File: src/rtl/ws2812_tx_if.sv
// Averager <-> WS2812 serializer link: colour fetch handshake, status and strip line.
// master = averager side, slave = serializer side.
interface ws2812_tx_if;
    logic [23:0] avg_rgb;
    logic        trig;
    logic        nxt;
    logic        t_valid;
    logic        rdy;
    logic        dout;
    logic [7:0]  led_cnt;

    modport master (
        output avg_rgb, trig,
        input  nxt, t_valid, rdy, dout, led_cnt
    );

    modport slave (
        input  avg_rgb, trig,
        output nxt, t_valid, rdy, dout, led_cnt
    );
endinterface

File: src/rtl/ws2812_tx.sv
// WS2812 single-wire serializer: fetches one colour per LED from the averager, shifts it out
// as GRB MSB-first with fixed pulse widths, then holds the line low for the latch period.
module ws2812_tx #(
    parameter int unsigned NUM_LED = 30,
    parameter int unsigned RD_LAT  = 2,
    parameter int unsigned T_BIT   = 125,
    parameter int unsigned T0H     = 40,
    parameter int unsigned T1H     = 80,
    parameter int unsigned T_RES   = 30000
) (
    input logic        clk,
    input logic        rst,
    ws2812_tx_if.slave bus
);
    localparam int unsigned TW = $clog2(T_RES + 1);

    localparam logic [TW-1:0] FetchEnd = TW'(RD_LAT);
    localparam logic [TW-1:0] BitEnd   = TW'(T_BIT - 1);
    localparam logic [TW-1:0] ResEnd   = TW'(T_RES - 1);
    localparam logic [TW-1:0] HiZero   = TW'(T0H);
    localparam logic [TW-1:0] HiOne    = TW'(T1H);
    localparam logic [7:0]    LastLed  = 8'(NUM_LED - 1);

    typedef enum logic [1:0] {StIdle, StFetch, StShift, StLatch} state_e;

    state_e        state_q, state_d;
    logic [TW-1:0] timer_q, timer_d;
    logic [4:0]    bit_q, bit_d;
    logic [23:0]   shreg_q, shreg_d;
    logic [7:0]    led_q, led_d;
    logic          dout_q, dout_d;
    logic          nxt, t_valid, rdy;

    // Reset lands in LATCH so the strip always sees a full low period before a new frame.
    always_ff @(posedge clk) begin
        if (rst) begin
            state_q <= StLatch;
            timer_q <= '0;
            bit_q   <= '0;
            shreg_q <= '0;
            led_q   <= '0;
            dout_q  <= 1'b0;
        end else begin
            state_q <= state_d;
            timer_q <= timer_d;
            bit_q   <= bit_d;
            shreg_q <= shreg_d;
            led_q   <= led_d;
            dout_q  <= dout_d;
        end
    end

    always_comb begin
        state_d = state_q;
        timer_d = timer_q;
        bit_d   = bit_q;
        shreg_d = shreg_q;
        led_d   = led_q;
        unique case (state_q)
            StIdle: begin
                if (bus.trig) begin
                    state_d = StFetch;
                    timer_d = '0;
                    led_d   = '0;
                end
            end
            StFetch: begin
                if (timer_q == FetchEnd) begin
                    state_d = StShift;
                    timer_d = '0;
                    bit_d   = '0;
                    shreg_d = {bus.avg_rgb[15:8], bus.avg_rgb[23:16], bus.avg_rgb[7:0]};
                end else begin
                    timer_d = timer_q + 1'b1;
                end
            end
            StShift: begin
                if (timer_q == BitEnd) begin
                    timer_d = '0;
                    if (bit_q == 5'd23) begin
                        if (led_q < LastLed) begin
                            state_d = StFetch;
                            led_d   = led_q + 8'd1;
                        end else begin
                            state_d = StLatch;
                        end
                    end else begin
                        bit_d   = bit_q + 5'd1;
                        shreg_d = {shreg_q[22:0], 1'b0};
                    end
                end else begin
                    timer_d = timer_q + 1'b1;
                end
            end
            StLatch: begin
                if (timer_q == ResEnd) begin
                    state_d = StIdle;
                    timer_d = '0;
                end else begin
                    timer_d = timer_q + 1'b1;
                end
            end
            default: state_d = StLatch;
        endcase
    end

    // dout is registered, so its next value is derived from the next-state view of the window.
    always_comb begin
        nxt     = (state_q == StFetch) && (timer_q == '0);
        t_valid = (state_q == StShift);
        rdy     = (state_q == StIdle);
        dout_d  = (state_d == StShift) && (timer_d < (shreg_d[23] ? HiOne : HiZero));
    end

    assign bus.nxt     = nxt;
    assign bus.t_valid = t_valid;
    assign bus.rdy     = rdy;
    assign bus.dout    = dout_q;
    assign bus.led_cnt = led_q;
endmodule

File: src/flat_wrapper.sv
// flat-port wrapper written by rule: the top's interface ports become plain ports
module ws2812_tx_flat 
#(
    parameter int unsigned NUM_LED = 30,
    parameter int unsigned RD_LAT  = 2,
    parameter int unsigned T_BIT   = 125,
    parameter int unsigned T0H     = 40,
    parameter int unsigned T1H     = 80,
    parameter int unsigned T_RES   = 30000
)
  (clk, rst, bus_avg_rgb, bus_trig, bus_nxt, bus_t_valid, bus_rdy, bus_dout, bus_led_cnt);
  ws2812_tx_if bus_i ();
  input logic clk;
  input logic rst;
  input wire logic [$bits(bus_i.avg_rgb)-1:0] bus_avg_rgb;
  input wire logic [$bits(bus_i.trig)-1:0] bus_trig;
  output wire logic [$bits(bus_i.nxt)-1:0] bus_nxt;
  output wire logic [$bits(bus_i.t_valid)-1:0] bus_t_valid;
  output wire logic [$bits(bus_i.rdy)-1:0] bus_rdy;
  output wire logic [$bits(bus_i.dout)-1:0] bus_dout;
  output wire logic [$bits(bus_i.led_cnt)-1:0] bus_led_cnt;
  assign bus_i.avg_rgb = bus_avg_rgb;
  assign bus_i.trig = bus_trig;
  assign bus_nxt = bus_i.nxt;
  assign bus_t_valid = bus_i.t_valid;
  assign bus_rdy = bus_i.rdy;
  assign bus_dout = bus_i.dout;
  assign bus_led_cnt = bus_i.led_cnt;
  ws2812_tx #(.NUM_LED(NUM_LED), .RD_LAT(RD_LAT), .T_BIT(T_BIT), .T0H(T0H), .T1H(T1H), .T_RES(T_RES)) u_core (.clk(clk), .rst(rst), .bus(bus_i));
endmodule
File: config.mk
export PLATFORM = sky130hd
export DESIGN_NAME = ws2812_tx_flat
export DESIGN_NICKNAME = d
export VERILOG_FILES = /design/src/rtl/ws2812_tx_if.sv /design/src/rtl/ws2812_tx.sv /design/src/flat_wrapper.sv
export SDC_FILE = /design/constraint.sdc
export NUM_CORES = 1
export LEC_CHECK = 0
export BUFFER_PORTS_ARGS = -buffer_cell sky130_fd_sc_hd__buf_4
export CORE_ASPECT_RATIO = 1.5
export CORE_UTILIZATION = 40
export CTS_BUF_LIST = sky130_fd_sc_hd__clkbuf_4 sky130_fd_sc_hd__clkbuf_8 sky130_fd_sc_hd__clkbuf_16
export DETAILED_ROUTE_END_ITERATION = 8
export MAX_ROUTING_LAYER = met4
export PLACE_DENSITY = 0.58
export SLEW_MARGIN = 15
export SYNTH_ARGS = -nofsm -noshare
export SYNTH_HDL_FRONTEND = slang
export SYNTH_SLANG_ARGS = --single-unit
export TNS_END_PERCENT = 30
File: constraint.sdc
create_clock -name clk -period 5.9 [get_ports clk]
set_clock_uncertainty 0.15 [all_clocks]
set_input_delay 0.295 -clock clk [delete_from_list [all_inputs] [get_ports clk]]
set_output_delay 0.295 -clock clk [all_outputs]
set_load 0.01 [all_outputs]
==> flow_metrics.py, run 1 <==
metrics = {
    "outcome": {
        "status": "completed",
    },
    "sta": {
        "setup_viol": 0,
        "tightest_slew_ns": 1.124,
        "hold_viol": 0,
        "final_max_slew_viol_count": 0,
        "max-slew-margin-rel_pct": 24.74,
        "period_needed_ns": 3.417,
        "period_share_pct": 57.92,
        "grt_setup_unrepaired": "no",
        "setup_tns_ns": 0,
        "max_freq_mhz": 292.6,
    },
    "route": {
        "drc": 0,
        "vias_per_cell": 5.551,
        "wl_per_cell_um": 14.69,
        "vias": 2720,
        "routed_wirelength_um": 7199,
        "drt-initial-drc-count": 135,
        "first_pass_iters": 4,
        "antenna_left": 0,
    },
    "synth": {
        "syn_nets": 402,
        "ys_warn_count": 0,
        "synth_top_family_by_area": "simple AND/OR/NAND/NOR gates",
        "synth_compound_area_share_pct": 21.43,
        "ys_types": 55,
        "syn_inst": 362,
        "synth_simple_gate_area_share_pct": 26.30,
        "synth_xor_area_share_pct": 5.000,
        "ys_seq_area_share_pct": 36.97,
        "synth_seq_cells": 55,
        "synth_edf_count": 0,
        "synth_area_mm2": 0.002978,
        "synth.avg_cell_area_um2": 8.226,
        "ys.flop_type": "dfxtp_1",
        "synthArstFlopShare_pct": 0,
        "synthMuxAreaShare_pct": 0.3361,
        "synth-adder-area-share_pct": 5.462,
    },
    "pwr": {
        "power_frac_seq_pct": 45.5,
        "power.switching_uw": 332.6,
        "switching_share_pct": 35.84,
        "intPower_uw": 595.3,
        "leakagePower_uw": 0.001263,
        "p_clk_share_pct": 22.4,
        "powerDensity_mw_per_mm2": 272.3,
        "irDropWorstVdd_mv": 0.1619,
        "pwr-share-comb_pct": 32.2,
    },
    "global_route": {
        "overflow": 0,
        "antenna_found_initial": 0,
        "grt_pass1_wl_um": 11940,
        "grt_max_degree": 41,
        "grt.total_usage_pct": 19.93,
        "first_global_vias": 2620,
    },
    "clock_tree": {
        "cts_tree": "built",
        "clockBufferDepth": 2,
        "cts.sinks": 55,
        "htreeDepth": 2,
        "cts_buffers": 5,
        "ctsResizeCount": 0,
        "clkTransAtPathRegs_ns": 0.10,
        "cts-root-buf": "clkbuf_8",
        "ctsHoldBuffers": 0,
        "cts_setup_buffers": 0,
        "clock_latency_ns": 0.32,
    },
    "place": {
        "port_buffers": 38,
        "place_congestion": 0.8287,
        "place_area_mm2": 0.003323,
        "hpwl_um": 5159,
    },
    "finish": {
        "fin_nets": 429,
        "final_cell_area_mm2": 0.003407,
        "num_antenna_cells": 0,
        "drive_gt1_share_pct": 16.67,
        "area_growth_pct": 14.41,
        "fillers": 772,
        "fin_util_pct": 47.14,
    },
    "worst_setup_path": {
        "cp.depth": 13,
        "slowest_delay_ns": 0.65,
        "required_ns": 5.99,
        "critPathSlowestCell": "a222oi_1",
        "setup.worst_path.start_class": "flop",
        "path_cells": "inv_1, ha_1, and4bb_1, nand4_2, or2_2, o21ai_1, a222oi_1, inv_1, ha_1, a21oi_1, nor2b_1, a2111oi_2, nor4bb_1",
        "rr_worst_depth": 13,
        "critPathTopFamily": "compound AO/OA/AOI/OAI gates",
        "crit_buf_inv": 2,
        "crit_fanout": 7,
        "worstPathArrival_ns": 3.51,
        "path_class": "reg -> reg",
        "critPathCaptureType": "flop",
    },
    "job": {
        "maxCapViolations": 0,
    },
    "floorplanning": {
        "ioPinCount": 39,
        "rows": 38,
        "initial_utilization_pct": 41.20,
        "die-area_mm2": 0.007801,
        "fp.coreArea_mm2": 0.007227,
        "die_width_um": 72.45,
        "die_h_um": 107.7,
    },
    "worst_hold_path": {
        "holdPathStages": 3,
        "hold_path.class": "in -> reg",
    },
}
==> state kept, by name, summed over array words and instances, names as in the netlist <==
name and cells:
u_core.bus.led_cnt 8, u_core.timer_q 15, u_core.bit_q 5, u_core.state_q 2
u_core.bus.dout 1, u_core.shreg_q 24
==> per-layer routing <==
layer / up-vias / track usage, % / share of wire (%)
met5: - / - / 0
met4: 0 / 8.263 / 1.4
met3: 8 / 3.464 / 3.9
met2: 61 / 34.85 / 52
met1: 1303 / 22.02 / 43
li1: 1348 / - / -
==> power groups by stage <==
stage	registers, uW	logic (uW)	clock network, uW
2_1_floorplan	427	209	0
3_3_place_gp	429	297	0
3_5_place_dp	430	299	0
4_1_cts	422	299	219
5_1_grt	427	331	233
6_report	422	298	208
==> logic make-up (layout without fill, tap and decap cells) <==
logic type	count (synthesis)	after routing
AO/OA/AOI/OAI	97	97
flip-flops	55	55
XOR/XNOR	17	17
multiplexers	1	1
AND/OR/NAND/NOR	148	148
buffers and inverters	31	59
adder cells (fa/ha/maj)	13	13
==> Yosys cell counts (all sizes together), types with 3 or more instances <==
cell / number / area share, %
a22oi: 24 / 6.2
or2: 3 / 0.63
clkbuf: 11 / 1.4
xnor2: 8 / 2.4
a211oi: 4 / 1.3
nor2: 35 / 4.4
xor2: 9 / 2.6
nand3b: 4 / 1.0
dfxtp: 55 / 37
nor4: 4 / 0.84
nand3: 9 / 1.5
a21oi: 38 / 6.5
nand4: 8 / 1.9
buf: 9 / 1.7
a21o: 4 / 1.3
or3: 3 / 0.63
inv: 11 / 1.4
nor3: 8 / 1.5
nand2: 46 / 5.8
nor4b: 3 / 1.6
o21ai: 14 / 2.4
ha: 13 / 5.5
and3: 8 / 1.8
nor2b: 5 / 1.1
==> tightest hold or removal path, stage by stage <==
cell	delay (ns)
buf_4	0.08
a22oi_1	0.05
nor2_1	0.08
==> worst paths after layout <==
path | startpoint | to | slack [ns]
max | u_core.timer_q[0]$_SDFFE_PP0P_ | u_core.bus.dout$_SDFF_PP0_ | 2.48
min | bus_avg_rgb[0] | u_core.shreg_q[0]$_SDFFE_PP0P_ | 0.07
max reg2reg | u_core.timer_q[0]$_SDFFE_PP0P_ | u_core.bus.dout$_SDFF_PP0_ | 2.48
min reg2reg | u_core.shreg_q[20]$_SDFFE_PP0P_ | u_core.shreg_q[20]$_SDFFE_PP0P_ | 0.31
==> stage by stage <==
stage	hold slack (ns)	cells	power, uW	setup WS, ns
detailed placement	0.2932	482	729.2	2.467
CTS	0.06044	490	941.0	2.444
finish	0.07113	490	927.9	2.483
global route	0.06876	490	990.6	2.136
global placement	0.2899	482	726.2	2.605
floorplan	0.2816	362	636.2	2.828
==> layout make-up <==
class                   instances  area [um^2]  share of cell area [%]
flip-flops and latches         55         1101                   32.32
well taps                     100        125.1                   3.672
repair buffers                 40        300.3                   8.814
clock buffers                   5        68.82                   2.020
clock inverters                 3        15.01                  0.4407
multi-input cells             276         1755                   51.52
inverters                      11        41.29                   1.212
==> placed cells by master (no fill, tap or decap), drive strengths merged, types with 9 or more instances in the layout <==
cell type and n:
xor2 9, a21oi 38, buf 40, o21ai 14, dfxtp 55, a22oi 24
inv 11, ha 13, nand3 9, nand2 46, nor2 35
No activity file was read; power rests on OpenSTA's default activity.
==> run 2, diff against run 1 <==
- PLACE_DENSITY: 0.58 -> 0.6
- clock period: 5.9 -> 3 ns (I/O delays scaled with it)
==> flow_metrics.py, run 2 (synthesis gave the netlist of run 1 again) <==
metrics = {
    "outcome": {
        "status": "completed",
    },
    "global_route": {
        "overflow": 0,
        "grt_busiest_layer": "met2",
        "met2_usage_pct": 37.18,
        "grt.total_usage_pct": 21.96,
        "use_met1_pct": 24.52,
        "grt_max_degree": 41,
        "use_met3_pct": 3.464,
        "first_global_vias": 2800,
        "antenna_found_initial": 0,
        "grt_pass1_wl_um": 12970,
    },
    "floorplanning": {
        "initial_utilization_pct": 41.20,
        "rows": 38,
        "ioPinCount": 39,
        "die_width_um": 72.45,
        "die-area_mm2": 0.007801,
        "die_h_um": 107.7,
        "fp.coreArea_mm2": 0.007227,
    },
    "worst_hold_path": {
        "hold_path.class": "in -> reg",
        "min_from": "bus_avg_rgb[17]",
        "holdPathStages": 3,
        "hold_end": "u_core.shreg_q[9]$_SDFFE_PP0P_",
    },
    "clock_tree": {
        "cts.sinks": 55,
        "cts_buffers": 5,
        "cts_tree": "built",
        "clkTransAtPathRegs_ns": 0.10,
        "clockBufferDepth": 2,
        "clock_latency_ns": 0.32,
        "htreeDepth": 2,
        "cts-root-buf": "clkbuf_8",
    },
    "route": {
        "vias_per_cell": 5.351,
        "antenna_left": 0,
        "drt-initial-drc-count": 124,
        "routed_wirelength_um": 8078,
        "wl_per_cell_um": 14.37,
        "first_pass_iters": 4,
        "drc": 0,
        "vias": 3007,
    },
    "sta": {
        "final_max_slew_viol_count": 0,
        "max_freq_mhz": 346.0,
        "setup_tns_ns": 0,
        "setup_ws_ns": 0.1097,
        "tightest_slew_ns": 0.7073,
        "period_share_pct": 96.34,
        "period_needed_ns": 2.890,
        "hold_viol": 0,
        "grt_setup_unrepaired": "yes",
        "max-slew-margin-rel_pct": 52.49,
        "setup_viol": 0,
        "hold_ws_ns": 0.001996,
    },
    "finish": {
        "top_register": "u_core.shreg_q",
        "area_growth_pct": 41.01,
        "largest_reg_flops": 24,
        "drive_gt1_share_pct": 30.52,
        "final_common_cell": "buf_4",
        "multi_input_area_mm2": 0.001882,
        "seq_area_mm2": 0.001114,
        "num_antenna_cells": 0,
        "fin_nets": 501,
        "fillers": 651,
        "final_cell_mix": "buf_4, dfxtp_1, nand2_1, a21oi_1, nor2_1",
    },
    "pwr": {
        "switching_share_pct": 32.19,
        "pwr-share-comb_pct": 38.6,
        "power_frac_seq_pct": 35.9,
        "p_clk_share_pct": 25.5,
        "leakagePower_uw": 0.001641,
        "intPower_uw": 1569,
        "power_uw": 2314,
        "powerDensity_mw_per_mm2": 551.0,
        "irDropWorstVdd_mv": 0.3786,
        "power.switching_uw": 744.7,
    },
    "worst_setup_path": {
        "crit_fanout": 5,
        "setup.worst_path.start_class": "flop",
        "path_class": "reg -> reg",
        "required_ns": 3.09,
        "critPathCaptureType": "flop",
        "critPathSlowestCell": "dfxtp_4",
        "r2r_end": "u_core.bus.dout$_SDFF_PP0_",
        "slowest_delay_ns": 0.38,
        "r2r_slack_ns": 0.11,
        "worstReg2RegStart": "u_core.timer_q[1]$_SDFFE_PP0P_",
        "rr_worst_depth": 14,
        "path_cells": "inv_2, ha_4, and4bb_1, nand4_4, buf_4, nand2_2, a21o_4, or3_1, nand2_2, ha_4, a21oi_4, nor2b_2, a2111oi_2, nor4bb_2",
        "worstPathArrival_ns": 2.98,
    },
    "place": {
        "place_congestion": 0.8647,
        "pre_cts_ws_ns": -0.1759,
        "hpwl_um": 5662,
        "port_buffers": 38,
    },
    "job": {
        "maxCapViolations": 0,
    },
}
-- run 2: cell types whose count changed in the layout (fill, tap and decap cells not counted), moves of 3 or more --
cell,before,now
buf_4,40,90
dlygate4sd3_1,0,20
dfxtp_1,55,49
ha_1,13,8
dfxtp_2,0,4
ha_4,0,4
o21ai_0,11,7
clkinv_2,3,0
o21ai_1,2,5
-- run 2: how the worst max path moves through the flow --
stage,start,to
floorplan,u_core.timer_q[0]$_SDFFE_PP0P_,u_core.bus.dout$_SDFF_PP0_
global placement,u_core.timer_q[0]$_SDFFE_PP0P_,u_core.bus.dout$_SDFF_PP0_
detailed placement,u_core.timer_q[0]$_SDFFE_PP0P_,u_core.bus.dout$_SDFF_PP0_
CTS,u_core.timer_q[0]$_SDFFE_PP0P_,u_core.bus.dout$_SDFF_PP0_
global route,u_core.timer_q[4]$_SDFF_PP0_,u_core.bus.dout$_SDFF_PP0_
finish,u_core.timer_q[1]$_SDFFE_PP0P_,u_core.bus.dout$_SDFF_PP0_
-- run 2: power by group through the flow --
stage / Combinational (uW) / Sequential (uW) / Clock, uW
after floorplan: 412 / 842 / 0
after global placement: 730 / 834 / 0
after detailed placement: 741 / 835 / 0
after CTS: 802 / 819 / 610
after global routing: 976 / 838 / 635
final: 893 / 830 / 590
-- run 2: layout make-up --
| class | count | share of cell area, % |
|---|---|---|
| multi-input combinational | 276 | 44.82 |
| sequential | 55 | 26.52 |
| timing repair buffer | 112 | 21.39 |
| tap | 100 | 2.980 |
| clock buffer | 6 | 1.818 |
| clock inverter | 2 | 1.430 |
| inverter | 11 | 1.043 |
-- run 2: critical path: cells and delay by family (launching register included) --
family                   cells  cell delay, ns
AO/OA/AOI/OAI                3            0.55
adder cells (fa/ha/maj)      2            0.36
buffers and inverters        2            0.18
flip-flops                   1            0.38
AND/OR/NAND/NOR              7            1.20
-- run 2: layer usage --
| metal | wire length, um | vias to the layer above |
|---|---|---|
| met5 | 0 | - |
| met1 | 3293 | 1425 |
| met3 | 248 | 18 |
| met2 | 4283 | 70 |
| met4 | 252 | 0 |
| li1 | - | 1494 |
-- run 2: metrics by stage --
stage / instance area, um^2 / util, % / cells
2_1_floorplan: 2980 / - / 362
6_report: 4199 / 58.10 / 562
3_5_place_dp: 3581 / 49.55 / 516
5_1_grt: 4199 / 58.10 / 562
4_1_cts: 4061 / 56.20 / 555
3_3_place_gp: 3581 / 49.55 / 516
-- run 2: what timing repair did --
action,CTS,global route
resized for setup,15,22
hold endpoints to repair,20,0
setup buffers,11,8
hold buffers,20,0
pin swaps,9,14
endpoints found under the setup margin,1,2
